File: src/rtl/fft_frame_sequencer_if.sv
// Handshake and frame bus between the FFT frame sequencer and its neighbours.
// master = sequencer side, slave = source / butterfly engine / sink side.
interface fft_frame_sequencer_if #(
    parameter int N  = 3,
    parameter int DW = 32,
    parameter int SW = 2
);
    logic                    flush;
    logic                    in_valid;
    logic                    in_ready;
    logic [DW-1:0]           in_data;
    logic [(1<<N)*DW-1:0]    frame_q;
    logic                    stage_start;
    logic [SW-1:0]           stage_idx;
    logic                    stage_done;
    logic [(1<<N)*DW-1:0]    eng_data;
    logic                    out_valid;
    logic                    out_ready;
    logic [DW-1:0]           out_data;
    logic                    out_last;
    logic                    busy;
    logic                    err;

    modport master (
        input  flush, in_valid, in_data, stage_done, eng_data, out_ready,
        output in_ready, frame_q, stage_start, stage_idx, out_valid, out_data,
               out_last, busy, err
    );

    modport slave (
        output flush, in_valid, in_data, stage_done, eng_data, out_ready,
        input  in_ready, frame_q, stage_start, stage_idx, out_valid, out_data,
               out_last, busy, err
    );
endinterface

File: src/rtl/fft_frame_sequencer.sv
// Loads a frame in bit-reversed order, steps the butterfly engine through N stages, drains in natural order.
// Latency: first output 2N+1 cycles after last input accept (single-cycle engine); stalls on out_ready=0 and on stage_done.
module fft_frame_sequencer #(
    parameter int N  = 3,
    parameter int DW = 32,
    parameter int SW = 2
) (
    input logic                   clk,
    input logic                   rst_n,
    fft_frame_sequencer_if.master bus
);
    localparam int P = 1 << N;

    typedef enum logic [1:0] {
        ST_LOAD  = 2'd0,
        ST_RUN   = 2'd1,
        ST_WAIT  = 2'd2,
        ST_DRAIN = 2'd3
    } state_t;

    state_t          state_q, state_d;
    logic [N-1:0]    cnt_q, cnt_d;
    logic [SW-1:0]   stage_q, stage_d;
    logic            err_q, err_d;
    logic            en_q;
    logic [DW-1:0]   buf_q [P];

    logic            in_acc;
    logic            out_acc;
    logic            eng_acc;

    function automatic logic [N-1:0] bitrev(input logic [N-1:0] i);
        logic [N-1:0] r;
        r = '0;
        for (int b = 0; b < N; b++) begin
            r[b] = i[N-1-b];
        end
        return r;
    endfunction

    // Flush discards any handshake landing in the same cycle.
    assign in_acc  = (state_q == ST_LOAD) && en_q && bus.in_valid && !bus.flush;
    assign out_acc = (state_q == ST_DRAIN) && bus.out_ready && !bus.flush;
    assign eng_acc = (state_q == ST_WAIT) && bus.stage_done && !bus.flush;

    // en_q keeps in_ready low until the first edge after reset release.
    always_ff @(posedge clk or negedge rst_n) begin
        if (!rst_n) begin
            state_q <= ST_LOAD;
            cnt_q   <= '0;
            stage_q <= '0;
            err_q   <= 1'b0;
            en_q    <= 1'b0;
        end else begin
            state_q <= state_d;
            cnt_q   <= cnt_d;
            stage_q <= stage_d;
            err_q   <= err_d;
            en_q    <= 1'b1;
        end
    end

    always_comb begin
        state_d = state_q;
        cnt_d   = cnt_q;
        stage_d = stage_q;
        err_d   = err_q | (bus.stage_done && (state_q != ST_WAIT));
        if (bus.flush) begin
            state_d = ST_LOAD;
            cnt_d   = '0;
            stage_d = '0;
        end else begin
            case (state_q)
                ST_LOAD: begin
                    if (in_acc) begin
                        cnt_d = cnt_q + 1'b1;
                        if (&cnt_q) begin
                            state_d = ST_RUN;
                            stage_d = '0;
                        end
                    end
                end
                ST_RUN: begin
                    state_d = ST_WAIT;
                end
                ST_WAIT: begin
                    if (eng_acc) begin
                        if (stage_q == SW'(N-1)) begin
                            state_d = ST_DRAIN;
                            cnt_d   = '0;
                        end else begin
                            stage_d = stage_q + 1'b1;
                            state_d = ST_RUN;
                        end
                    end
                end
                ST_DRAIN: begin
                    if (out_acc) begin
                        cnt_d = cnt_q + 1'b1;
                        if (&cnt_q) begin
                            state_d = ST_LOAD;
                            cnt_d   = '0;
                            stage_d = '0;
                        end
                    end
                end
                default: begin
                    state_d = ST_LOAD;
                end
            endcase
        end
    end

    always_comb begin
        bus.in_ready    = (state_q == ST_LOAD) && en_q;
        bus.stage_start = (state_q == ST_RUN);
        bus.stage_idx   = stage_q;
        bus.out_valid   = (state_q == ST_DRAIN);
        bus.out_data    = buf_q[cnt_q];
        bus.out_last    = (state_q == ST_DRAIN) && (&cnt_q);
        bus.busy        = (state_q != ST_LOAD);
        bus.err         = err_q;
        bus.frame_q     = '0;
        for (int k = 0; k < P; k++) begin
            bus.frame_q[k*DW +: DW] = buf_q[k];
        end
    end

    // Engine results replace the whole frame; inputs land at their bit-reversed slot.
    always_ff @(posedge clk or negedge rst_n) begin
        if (!rst_n) begin
            for (int k = 0; k < P; k++) begin
                buf_q[k] <= '0;
            end
        end else if (eng_acc) begin
            for (int k = 0; k < P; k++) begin
                buf_q[k] <= bus.eng_data[k*DW +: DW];
            end
        end else if (in_acc) begin
            buf_q[bitrev(cnt_q)] <= bus.in_data;
        end
    end
endmodule

File: src/flat_wrapper.sv
// flat-port wrapper written by rule: the top's interface ports become plain ports
module fft_frame_sequencer_flat 
#(
    parameter int N  = 3,
    parameter int DW = 32,
    parameter int SW = 2
)
  (clk, rst_n, bus_flush, bus_in_valid, bus_in_data, bus_stage_done, bus_eng_data, bus_out_ready, bus_in_ready, bus_frame_q, bus_stage_start, bus_stage_idx, bus_out_valid, bus_out_data, bus_out_last, bus_busy, bus_err);
  fft_frame_sequencer_if #(.N(N), .DW(DW), .SW(SW)) bus_i ();
  input logic clk;
  input logic rst_n;
  input wire logic [$bits(bus_i.flush)-1:0] bus_flush;
  input wire logic [$bits(bus_i.in_valid)-1:0] bus_in_valid;
  input wire logic [$bits(bus_i.in_data)-1:0] bus_in_data;
  input wire logic [$bits(bus_i.stage_done)-1:0] bus_stage_done;
  input wire logic [$bits(bus_i.eng_data)-1:0] bus_eng_data;
  input wire logic [$bits(bus_i.out_ready)-1:0] bus_out_ready;
  output wire logic [$bits(bus_i.in_ready)-1:0] bus_in_ready;
  output wire logic [$bits(bus_i.frame_q)-1:0] bus_frame_q;
  output wire logic [$bits(bus_i.stage_start)-1:0] bus_stage_start;
  output wire logic [$bits(bus_i.stage_idx)-1:0] bus_stage_idx;
  output wire logic [$bits(bus_i.out_valid)-1:0] bus_out_valid;
  output wire logic [$bits(bus_i.out_data)-1:0] bus_out_data;
  output wire logic [$bits(bus_i.out_last)-1:0] bus_out_last;
  output wire logic [$bits(bus_i.busy)-1:0] bus_busy;
  output wire logic [$bits(bus_i.err)-1:0] bus_err;
  assign bus_i.flush = bus_flush;
  assign bus_i.in_valid = bus_in_valid;
  assign bus_i.in_data = bus_in_data;
  assign bus_i.stage_done = bus_stage_done;
  assign bus_i.eng_data = bus_eng_data;
  assign bus_i.out_ready = bus_out_ready;
  assign bus_in_ready = bus_i.in_ready;
  assign bus_frame_q = bus_i.frame_q;
  assign bus_stage_start = bus_i.stage_start;
  assign bus_stage_idx = bus_i.stage_idx;
  assign bus_out_valid = bus_i.out_valid;
  assign bus_out_data = bus_i.out_data;
  assign bus_out_last = bus_i.out_last;
  assign bus_busy = bus_i.busy;
  assign bus_err = bus_i.err;
  fft_frame_sequencer #(.N(N), .DW(DW), .SW(SW)) u_core (.clk(clk), .rst_n(rst_n), .bus(bus_i));
endmodule
File: config.mk
export PLATFORM = sky130hd
export DESIGN_NAME = fft_frame_sequencer_flat
export DESIGN_NICKNAME = d
export VERILOG_FILES = /design/src/rtl/fft_frame_sequencer_if.sv /design/src/rtl/fft_frame_sequencer.sv /design/src/flat_wrapper.sv
export SDC_FILE = /design/constraint.sdc
export NUM_CORES = 1
export LEC_CHECK = 0
export CAP_MARGIN = 15
export CORE_AREA = 3 3 228 230
export DETAILED_ROUTE_END_ITERATION = 10
export DIE_AREA = 0 0 231 233
export MAX_ROUTING_LAYER = met4
export PLACE_DENSITY = 0.61
export SLEW_MARGIN = 20
export SYNTH_ARGS = -nofsm -noshare
export SYNTH_HDL_FRONTEND = slang
export SYNTH_SLANG_ARGS = --single-unit
File: constraint.sdc
create_clock -name clk -period 2.56 [get_ports clk]
set_clock_uncertainty 0.05 [all_clocks]
set_input_delay 0.512 -clock clk [delete_from_list [all_inputs] [get_ports clk]]
set_output_delay 0.512 -clock clk [all_outputs]
set_load 0.02 [all_outputs]
# After elaboration in Yosys (flattened, before gate mapping)
# Cells that the tools add are included.
[word_totals] ff_bits=265 input_bits=294 out_inout_bits=296 word_cells=82
[op_classes] n_addsub=2 order_cmp=3 n_eq_ne=12 muxes=30 bitwise_logic=3 n_reduce_logical=19
[ops] cell="256-bit 2-to-1 mux" count=2
[ops] cell="256-bit bitwise mux" count=1
[ops] cell="32-bit binary-select mux with 3-bit select" count=1
[ops] cell="32-bit demux with 3-bit select" count=1
[ops] cell="32-bit 2-to-1 mux" count=3
[ops] cell="2-bit 2-to-1 mux" count=13
[ops] cell="3-bit 2-to-1 mux" count=6
[ops] cell="5-bit AND reduction" count=3
[ops] cell="3-bit by 2-bit != test with 1-bit output, second input constant" count=4
[ops] cell="1-bit logical AND" count=10
[ops] cell="3-bit != test, second input constant" count=3
[ops] cell="3-bit case mux with 3 select lines" count=1
[ops] cell="4-bit greater-or-equal comparator, second input constant" count=2
[ops] cell="3-bit inverter with 4-bit output" count=2
[ops] cell="2-bit case mux with 4 select lines" count=1
[ops] cell="2-bit equality test, second input constant" count=3
[ops] cell="2-bit case mux with 3 select lines" count=1
[ops] cell="4-bit by 1-bit < comparator with 1-bit output, second input constant" count=1
[ops] cell="2-bit nonzero test" count=2
[ops] cell="4-bit nonzero test" count=1
[ops] cell="3-bit by 1-bit adder with 3-bit output, second input constant" count=1
[ops] cell="3-bit AND reduction" count=1
[ops] cell="2-bit by 1-bit adder with 2-bit output, second input constant" count=1
[ops] cell="2-bit by 1-bit equality test with 1-bit output, second input constant" count=1
[ops] cell="4 further kinds" count=4

# Logic depth before layout (Yosys ltp)
# Gate-level depths: netlist (run 1).
[depth] depth_word=8 depth_mapped=9 mapped_depth_nobuf=5

# Worst setup path after synthesis (run 1)
# OpenSTA, ideal clock, no wires.
[synth_path] path_kind="flip-flop to output port" startpoint="reg u_core.cnt_q[0]" endpoint="out bus_out_data[26]" arrival_time_ns=1.706 path_slack_ns=0.292 stages_incl_launch_ff=7 path_cell_list="dfrtp_1 > clkbuf_1 > buf_2 > buf_4 > mux4_2 > nand2_1 > nand2_1"
[synth_between] elab_chain_len=4
[synth_rtl] element="start, declared" line="fft_frame_sequencer.sv:22" source="logic [N-1:0] cnt_q, cnt_d;"
[synth_rtl] element="start signal, assigned" line="fft_frame_sequencer.sv:56" source="cnt_q <= cnt_d;"
[synth_rtl] element="3-bit inverter with 4-bit output (implied by the code)" line="fft_frame_sequencer.sv:119" source="bus.out_data = buf_q[cnt_q];"
[synth_rtl] element="32-bit binary-select mux with 3-bit select" line="fft_frame_sequencer.sv:119"
[synth_rtl] element="32-bit 2-to-1 mux (implied by the code) (2 in series)" line="fft_frame_sequencer.sv:119"
[synth_rtl] element="end, declared" line="flat_wrapper.sv:23" source="output wire logic [$bits(bus_i.out_data)-1:0] bus_out_data;"
# No other way between the ends. The select of a mux whose other input is x is not followed.

# Final worst setup path (run 1)
[layout_path] startpoint="reg u_core.cnt_q[0]" endpoint="out bus_out_data[5]"
# The elaborated chain is that of the path after synthesis.

==> metrics.yaml, run 1 <==
power_leakage_nw: 10.2
grt_remaining_overflow: 0
critPathArrivalTime_ns: 2.23
setup_viol: 33
cts_root_buf: "clkbuf_16"
rsz0062_at_grt: "true"
power_density_mw_per_mm2: 583
syn-cell-area_mm2: 0.0158
antenna_found_initial: 17
tns_ns: -4.74
fin_crit_sh_pct: 109
dieArea_mm2: 0.0538
clockBufferDepth: 3
maxSlewViolCount: 0
dp_cells: 2947
coreArea_mm2: 0.0501
p_total_mw: 14.2
cts_tree: "done"
drt_wl_total_um: 79400
place_area_mm2: 0.0229
drive_gt1_share_pct: 15.4
via_count: 17400
p_comb_share_pct: 30.9
syn_avg_cell_area_um2: 8.96
internal-power_mw: 9.66
hold_viol: 0
synthArstFlopShare_pct: 100
max_freq_mhz: 358
area_growth_syn_to_layout_pct: 54.7
ant_nets: 0
seqPwrFrac_pct: 37.0
ys_seq_area_share_pct: 42.0
wl_per_cell_um: 26.1
start_util_pct: 31.5
fp-row-count: 82
grt_pass1_wl_um: 116000
syn_nets: 2062
grt_pass1_vias: 17600
synthFlopType: "dfrtp_1"
worst_pin_slew_ns: 0.640
cts.sinks: 265
setup_ws_ns: -0.232
relSlewSlack_pct: 57.3
synth.ff_latch_count: 265
synth.distinct_cells: 45
p_sw_mw: 4.57
fin_util_pct: 48.8
switching_share_pct: 32.1
drt-initial-drc-count: 1966
synth_top_area_share_pct: 42.0
worstSkewPairLatency_ns: 0.53
fin_cells: 3037
h-tree-depth: 2
synthTopCellsByArea: "dfrtp_1, a21oi_1, mux4_2, nand2_1, o21ai_0"
ff_latch_area_mm2: 0.00664
timing.hold.ws_ns: 0.406
multi_input_area_mm2: 0.00819
syn_inst: 1761
failed_checks: "setup timing"
vias_per_cell: 5.71
synth_warnings: 0
place.detailed.hpwl_um: 56600
fill_cells: 4797
synth_edf_count: 0
cp-start-kind: "flop"
numCtsBuffers: 34
fin_area_mm2: 0.0244
gp_congestion: 0.924
worstSetupPathType: "flop to output pin"
path_clk_slew_ns: 0.05
synthTopCellsByCount: "a21oi_1, dfrtp_1, nand2_1"
io_pins: 590
dp_slack_ns: -0.173
end_kind: "output pin"
hold_path_class: "flop to flop"
fp.dieH_um: 233
yosysMostFrequentCell: "a21oi_1"
grtUsageTotal_pct: 29.2
drt-pass1-iter-count: 5
port_buffers: 589
nets: 2631
cap_violations: 0
period_needed_ns: 2.79
yosys.area.top_type: "dfrtp_1"
outcome: "finished with violations"
ir_drop_uv: 352
critical_path_required_ns: 2.00
clkPwrFrac_pct: 32.1
grt_max_degree: 65
drc: 0
dieWidth_um: 231
crit_fanout: 5
[logic make-up (layout without fill, tap and decap cells)]
kind of cell	Yosys count	count (layout)	synth area share (%)
and+or+nand+nor	523	523	16.0
muxes	130	130	13.6
other	1	18	0.0238
adders and majority gates	7	7	0.555
AOI/OAI and AO/OA	608	608	20.6
DFF	265	265	42.0
buffers and inverters	227	814	7.26
[sequential cells by signal (all words and copies together), names as in the netlist]
register and cells:
u_core.bus.err 1, u_core.bus.frame_q 256, u_core.en_q 1, u_core.bus.stage_idx 2
u_core.cnt_q 3, u_core.state_q 2
[timing repair]
action,in CTS,in global routing
endpoints found under the hold margin,53,0
endpoints found under the setup margin,68,52
pin swaps,14,13
setup buffers,7,9
hold buffers,1,0
gates cloned,5,0
gates resized for setup,180,50
[layout by cell type, fill, tap and decap left out, drive strengths merged, types with 39 or more instances in the layout]
| cell | netlist | layout |
|---|---|---|
| clkbuf | 88 | 52 |
| dfrtp | 265 | 265 |
| clkdlybuf4s50 | 0 | 551 |
| a21oi | 357 | 357 |
| mux4 | 64 | 64 |
| o21ai | 180 | 180 |
| buf | 100 | 158 |
| nor2 | 184 | 184 |
| inv | 39 | 39 |
| o211ai | 57 | 57 |
| nand2 | 211 | 211 |
[layer usage]
metal | global-route usage (%) | vias to the layer above | part of all wire [%]
li1 | - | 7475 | -
met1 | 35.6 | 8610 | 38
met2 | 47.2 | 1083 | 49
met3 | 6.61 | 188 | 9.4
met4 | 11.3 | 0 | 3.6
met5 | - | - | 0
[worst max-delay path: stages (launching register included)]
cell	delay, ns
dfrtp_4	0.47
buf_6	0.17
buf_6	0.15
mux4_2	0.51
nand2_1	0.09
nand2_1	0.06
clkdlybuf4s15_2	0.25
[power groups by stage]
stage                     Clock [mW]  Sequential, mW  Combinational (mW)
after floorplan                    0            5.67                1.35
after global placement             0            5.31                4.21
after detailed placement           0            5.31                4.26
after CTS                       4.66            5.24                4.39
after global routing            4.84            5.30                4.65
final                           4.58            5.26                4.40
[area by class of cell]
cell class | instances | area share [%]
antenna | 17 | 0.174
clock buffer | 52 | 4.15
clock inverter | 2 | 0.0564
inverter | 39 | 0.600
multi-input combinational | 1269 | 33.6
sequential | 265 | 27.2
tap | 672 | 3.44
timing repair buffer | 721 | 30.8
[path summary, 6_finish.rpt]
kind	startpoint	end	slack, ns	cells past startpoint
worst max-delay path	u_core.cnt_q[0]$_DFFE_PN0P_	bus_out_data[5]	-0.23	6
worst min-delay path	u_core.bus.err$_DFF_PN0_	u_core.bus.err$_DFF_PN0_	0.41	1
worst max register to register	u_core.cnt_q[0]$_DFFE_PN0P_	u_core.bus.frame_q[239]$_DFFE_PN0P_	0.01	9
worst min register to register	u_core.bus.err$_DFF_PN0_	u_core.bus.err$_DFF_PN0_	0.41	1
max in group asynchronous	rst_n	u_core.bus.frame_q[11]$_DFFE_PN0P_	1.16	3
min in group asynchronous	rst_n	u_core.bus.frame_q[255]$_DFFE_PN0P_	0.47	2
No activity file was read; power rests on OpenSTA's default activity.
==> inputs of run 2 (changes only) <==
--- a/config.mk
+++ b/config.mk
@@ -6,11 +6,12 @@
 export NUM_CORES = 1
 export LEC_CHECK = 0
 export CAP_MARGIN = 15
-export CORE_AREA = 3 3 228 230
+export CORE_AREA = 3 3 225 227
+export CTS_BUF_LIST = sky130_fd_sc_hd__clkbuf_16
 export DETAILED_ROUTE_END_ITERATION = 10
-export DIE_AREA = 0 0 231 233
+export DIE_AREA = 0 0 228 230
 export MAX_ROUTING_LAYER = met4
-export PLACE_DENSITY = 0.61
+export PLACE_DENSITY = 0.62
 export SLEW_MARGIN = 20
 export SYNTH_ARGS = -nofsm -noshare
 export SYNTH_HDL_FRONTEND = slang
==> constraint.sdc (replaced) <==
create_clock -name clk -period 3.3 [get_ports clk]
set_clock_uncertainty 0.05 [all_clocks]
set_input_delay 0.66 -clock clk [delete_from_list [all_inputs] [get_ports clk]]
set_output_delay 0.66 -clock clk [all_outputs]
set_load 0.02 [all_outputs]
==> run 2 against run 1 <==
Effect of this change: the flow now finishes without violations; cell area shrank 4.0%; combinational power shrank 27%; register-to-register slack gained 0.63 ns; die area shrank 2.6%; worst setup slack gained 0.33 ns; sequential share of layout area grew 1.1 points; power shrank 24%; sequential power shrank 22%; first-iteration DRC count shrank 18%; hold slack lost 0.30 ns; clock power shrank 24%; largest cell class unchanged.
==> metrics.yaml, run 2 (synthesis gave the netlist of run 1 again) <==
vias_per_cell: 5.73  # +0.26%
fin_area_mm2: 0.0234  # -4.0%
internal-power_mw: 7.27  # -25%
p_sw_mw: 3.53  # -23%
drt-pass1-iter-count: 5  # unchanged
grt_util_met2_pct: 46.7  # -0.50 points
hold_viol: 0  # unchanged
grtUsageTotal_pct: 29.2  # about the same
grt_busiest_layer: "met2"
h-tree-depth: 2  # unchanged
wl_per_cell_um: 26.0  # -0.53%
area_growth_syn_to_layout_pct: 48.5
max_freq_mhz: 312
rr_worst_depth: 6  # -3
clockBufferDepth: 3  # unchanged
drc: 0  # unchanged
drt_wl_total_um: 76900  # -3.1%
cp-start-kind: "flop"
io_pins: 590  # unchanged
start_util_pct: 32.3  # +0.79 points
worstSkewPairLatency_ns: 0.54  # about the same
place.detailed.hpwl_um: 53500  # -5.6%
grt_pass1_wl_um: 115000  # -0.84%
worst_pin_slew_ns: 0.928  # +0.287 ns
drive_gt1_share_pct: 9.77  # -5.6 points
fin_crit_sh_pct: 97.1
grt_max_degree: 100  # +54%
coreArea_mm2: 0.0488  # -2.4%
port_buffers: 589  # unchanged
fp-row-count: 81  # -1.2%
fp.dieH_um: 230  # -1.3%
rrSetupSlack_ns: 0.64  # +0.63 ns
cts_tree: "done"
cap_violations: 0  # unchanged
clkPwrFrac_pct: 32.4  # +0.3 points
crit_fanout: 11  # +6
hold_buffers: 0  # -1
ant_nets: 0  # unchanged
path_clk_slew_ns: 0.06  # about the same
period_needed_ns: 3.20
layout_common_cells: "clkdlybuf4s50_1, a21oi_1, dfrtp_1"
numCtsBuffers: 34  # unchanged
p_comb_share_pct: 29.8  # -1.1 points
critical_path_required_ns: 2.59  # +0.59 ns
rsz0062_at_grt: "false"
dieArea_mm2: 0.0524  # -2.6%
drt-initial-drc-count: 1610  # -18%
worstSetupPathType: "flop to output pin"
reg2reg_to: "u_core.bus.frame_q[21]$_DFFE_PN0P_"
ir_drop_uv: 298  # -15%
timing.hold.ws_ns: 0.102  # -0.304 ns
seqPwrFrac_pct: 37.8  # +0.8 points
switching_share_pct: 32.7  # +0.57 points
hold_path_class: "primary input to async pin"
nets: 2560  # -2.7%
maxSlewViolCount: 0  # unchanged
cts.sinks: 265  # unchanged
ff_latch_area_mm2: 0.00664  # unchanged
antenna_found_initial: 11  # -6
grt_pass1_vias: 17300  # -1.9%
fill_cells: 4620  # -3.7%
relSlewSlack_pct: 38.1  # -19 points
end_kind: "output pin"
multi_input_area_mm2: 0.00808  # -1.4%
tns_ns: 0  # +4.74 ns
grt_remaining_overflow: 0  # unchanged
critPathArrivalTime_ns: 2.49  # +0.26 ns
use_met3_pct: 5.92  # -0.69 points
final_common_cell: "clkdlybuf4s50_1"
gp_congestion: 0.923  # about the same
via_count: 16900  # -2.4%
dieWidth_um: 228  # -1.3%
largest_register_ffs: 256  # unchanged
r2r-start: "u_core.cnt_q[1]$_DFFE_PN0P_"
place_area_mm2: 0.0223  # -2.6%
grtUsageMet1_pct: 36.6  # +0.96 points
outcome: "completed"
power_leakage_nw: 9.83  # -3.1%
setup_viol: 0  # -100%
power_density_mw_per_mm2: 461  # -21%
cts_root_buf: "clkbuf_16"
run 2: cell count changes in the layout (fill, tap and decap cells not counted), moves of 4 or more:
cell	before	now
diode_2	17	11
dlygate4sd2_1	0	20
clkdlybuf4s50_1	551	556
buf_4	83	35
inv_1	38	42
nand2_1	180	211
clkbuf_1	12	0
buf_12	38	24
buf_6	27	1
nand2_2	31	0
clkinv_1	0	13
dlymetal6s2s_1	3	11
clkdlybuf4s15_2	7	0
run 2: how the worst max path moves through the flow:
stage	endpoint	startpoint	depth (start not counted)
2_1_floorplan	bus_out_data[26]	u_core.cnt_q[0]$_DFFE_PN0P_	6
3_3_place_gp	bus_out_data[27]	u_core.cnt_q[0]$_DFFE_PN0P_	5
3_5_place_dp	bus_out_data[25]	u_core.cnt_q[0]$_DFFE_PN0P_	5
4_1_cts	bus_out_data[1]	u_core.cnt_q[0]$_DFFE_PN0P_	6
5_1_grt	bus_out_data[31]	u_core.cnt_q[0]$_DFFE_PN0P_	6
6_report	bus_out_data[31]	u_core.cnt_q[0]$_DFFE_PN0P_	6
run 2: critical path: stages (launching register included):
cell and delay, ns:
dfrtp_4 0.46, buf_4 0.14, buf_12 0.14, mux4_2 0.51
nand2_1 0.08, nand2_1 0.07, clkdlybuf4s50_1 0.54
run 2: power groups by stage:
stage	Combinational (mW)	Clock (mW)	Sequential, mW
finish	3.22	3.50	4.08
detailed placement	3.23	0	4.13
global route	3.41	3.70	4.11
CTS	3.24	3.55	4.07
global placement	3.20	0	4.13
floorplan	1.05	0	4.40
run 2: what timing repair did:
item / in CTS / in global routing
setup buffers: 5 / 0
resized for setup: 20 / 11
cloned: 1 / 0
pin swaps: 0 / 0
setup endpoints to repair: 29 / 11
run 2: layer usage:
metal | wire [µm] | part of all wire [%]
met5 | 0 | 0
met1 | 30400 | 40
met2 | 37000 | 48
met4 | 3000 | 3.9
met3 | 6500 | 8.4
run 2: per-stage QoR:
stage	worst slack (ns)	util, %	std cells	total power, mW
after global routing	0.00176	48.0	2956	11.2
final	0.0951	48.0	2957	10.8
after floorplan	0.884	-	1761	5.45
after global placement	0.346	45.6	2881	7.33
after detailed placement	0.328	45.6	2881	7.37
after CTS	0.00359	47.9	2946	10.9
run 2: cell type report:
class                      instances  area share, %
multi-input combinational       1269           34.5
inverter                          39          0.625
sequential                       265           28.4
timing repair buffer             650           28.5
tap                              664           3.55
clock buffer                      37           3.95
antenna                           11          0.117
clock inverter                    22          0.390
==> inputs of run 3 (changes only) <==
--- a/config.mk
+++ b/config.mk
@@ -11,7 +11,7 @@
 export DETAILED_ROUTE_END_ITERATION = 10
 export DIE_AREA = 0 0 228 230
 export MAX_ROUTING_LAYER = met4
-export PLACE_DENSITY = 0.62
+export PLACE_DENSITY = 0.61
 export SLEW_MARGIN = 20
 export SYNTH_ARGS = -nofsm -noshare
 export SYNTH_HDL_FRONTEND = slang
==> run 3 against run 2 <==
Effect of this change: via count increased by 0.42%; sequential share of layout area about the same; worst setup slack worse by 0.025 ns; die area unchanged; critical endpoint is now bus_out_data[14].
==> metrics.yaml, run 3 (synthesis gave the netlist of run 1 again) <==
tns_ns: 0  # unchanged
drt-pass1-iter-count: 7  # +2
drc: 0  # unchanged
largest_register_ffs: 256  # unchanged
coreArea_mm2: 0.0488  # unchanged
clockBufferDepth: 3  # unchanged
power_density_mw_per_mm2: 463  # +0.37%
rsz0062_at_grt: "false"
dieWidth_um: 228  # unchanged
crit_fanout: 14  # +3
place.detailed.hpwl_um: 53300  # -0.35%
antenna_found_initial: 13  # +2
final_common_cell: "clkdlybuf4s50_1"
area_growth_syn_to_layout_pct: 48.5  # about the same
io_pins: 590  # unchanged
period_needed_ns: 3.23  # +0.0251 ns
critPathArrivalTime_ns: 2.52  # +0.03 ns
cap_violations: 0  # unchanged
drt-initial-drc-count: 1954  # +21%
grtUsageTotal_pct: 29.1  # -0.10 points
fin_area_mm2: 0.0234  # about the same
power_leakage_nw: 9.87  # +0.42%
outcome: "completed"
grt_pass1_vias: 17300  # -0.16%
ir_drop_uv: 223  # -25%
drt_wl_total_um: 77000  # +0.17%
cp-start-kind: "flop"
h-tree-depth: 2  # unchanged
fin_util_pct: 48.0  # about the same
ant_nets: 0  # unchanged
cpLargestDelayFamily: "buffers and inverters"
via_count: 17000  # +0.42%
place_area_mm2: 0.0222  # -0.30%
port_buffers: 589  # unchanged
end_kind: "output pin"
path_clk_slew_ns: 0.06  # about the same
cpMostUsedCell: "nand2_1"
hold_viol: 0  # unchanged
setup_viol: 0  # unchanged
dp_slack_ns: 0.425  # +0.0969 ns
gp_congestion: 0.934  # +1.2%
critical_path_required_ns: 2.59  # about the same
hold_path_class: "primary input to async pin"
nets: 2563  # +0.12%
cts.sinks: 265  # unchanged
fin_crit_sh_pct: 97.9  # +0.76 points
grt_remaining_overflow: 0  # unchanged
cp_num_buf_inv: 3  # unchanged
fp.dieH_um: 230  # unchanged
grt_max_degree: 117  # +17%
p_total_mw: 10.9  # +0.42%
path_cells: "buf_4 > buf_12 > mux4_2 > nand2_1 > nand2_1 > clkdlybuf4s50_1"
max_freq_mhz: 310  # -0.78%
grt_pass1_wl_um: 114000  # -0.66%
worst_pin_slew_ns: 0.974  # +0.0464 ns
cp_slowest_cell: "clkdlybuf4s50_1"
layout_common_cells: "clkdlybuf4s50_1, a21oi_1, dfrtp_1"
worstSkewPairLatency_ns: 0.52  # -0.02 ns
drive_gt1_share_pct: 9.97  # +0.20 points
wl_per_cell_um: 26.0  # about the same
maxSlewViolCount: 0  # unchanged
start_util_pct: 32.3  # unchanged
fp-row-count: 81  # unchanged
worstSetupPathType: "flop to output pin"
cts_tree: "done"
relSlewSlack_pct: 35.1  # -3.1 points
fill_cells: 4633  # +0.28%
critical_path.max_stage_delay_ns: 0.53  # about the same
setup_ws_ns: 0.0700  # -0.0251 ns
dieArea_mm2: 0.0524  # unchanged
cts_root_buf: "clkbuf_16"
numCtsBuffers: 34  # unchanged
vias_per_cell: 5.74  # +0.22%
-- run 3: cell types whose count changed in the layout (fill, tap and decap cells not counted), sizes merged --
cell,before,now
clkdlybuf4s50,556,562
buf,62,65
inv,43,46
dlygate4sd2,20,9
dlymetal6s2s,11,16
clkinvlp,1,3
clkinv,17,13
diode,11,13
-- run 3: final timing paths --
check                                                  from  depth (start not counted)                                   to  slack, ns
worst max-delay path            u_core.cnt_q[0]$_DFFE_PN0P_                          6                     bus_out_data[14]       0.07
worst min-delay path                                  rst_n                          1  u_core.bus.frame_q[253]$_DFFE_PN0P_       0.06
worst max register to register  u_core.cnt_q[0]$_DFFE_PN0P_                          8  u_core.bus.frame_q[253]$_DFFE_PN0P_       0.63
worst min register to register     u_core.bus.err$_DFF_PN0_                          1             u_core.bus.err$_DFF_PN0_       0.41
max in group asynchronous                             rst_n                          2  u_core.bus.frame_q[247]$_DFFE_PN0P_       2.30
min in group clk                   u_core.bus.err$_DFF_PN0_                          1             u_core.bus.err$_DFF_PN0_       0.41
-- run 3: stage by stage --
| step | hold WS, ns | instances |
|---|---|---|
| floorplan | 0.314 | 1761 |
| global placement | 0.397 | 2877 |
| detailed placement | 0.404 | 2877 |
| CTS | 0.0546 | 2950 |
| global route | 0.0857 | 2963 |
| finish | 0.0629 | 2963 |
-- run 3: final cells by class --
type / count / area [µm²] / share of cell area [%]
timing repair buffer: 653 / 6680 / 28.5
multi-input combinational: 1269 / 8080 / 34.5
clock inverter: 23 / 106 / 0.454
clock buffer: 37 / 926 / 3.95
sequential: 265 / 6640 / 28.3
antenna: 13 / 32.5 / 0.139
tap: 664 / 831 / 3.54
inverter: 39 / 146 / 0.624
-- run 3: layer usage --
layer  wire length [µm]  global-route usage (%)
met5                  0                       -
met4               3120                    12.0
met3               6930                    5.72
met2              37300                    46.7
met1              29700                    36.1
-- run 3: timing repair --
action / 4_1_cts / 5_1_grt
hold endpoints to repair: 0 / 0
gates cloned: 1 / 0
setup buffers: 12 / 0
setup endpoints to repair: 30 / 16
hold buffers: 0 / 0
gates resized for setup: 10 / 16
-- run 3: power breakdown --
group	switching [mW]	internal (mW)
logic	1.59	1.66
registers	0.456	3.63
clock network	1.51	2.01
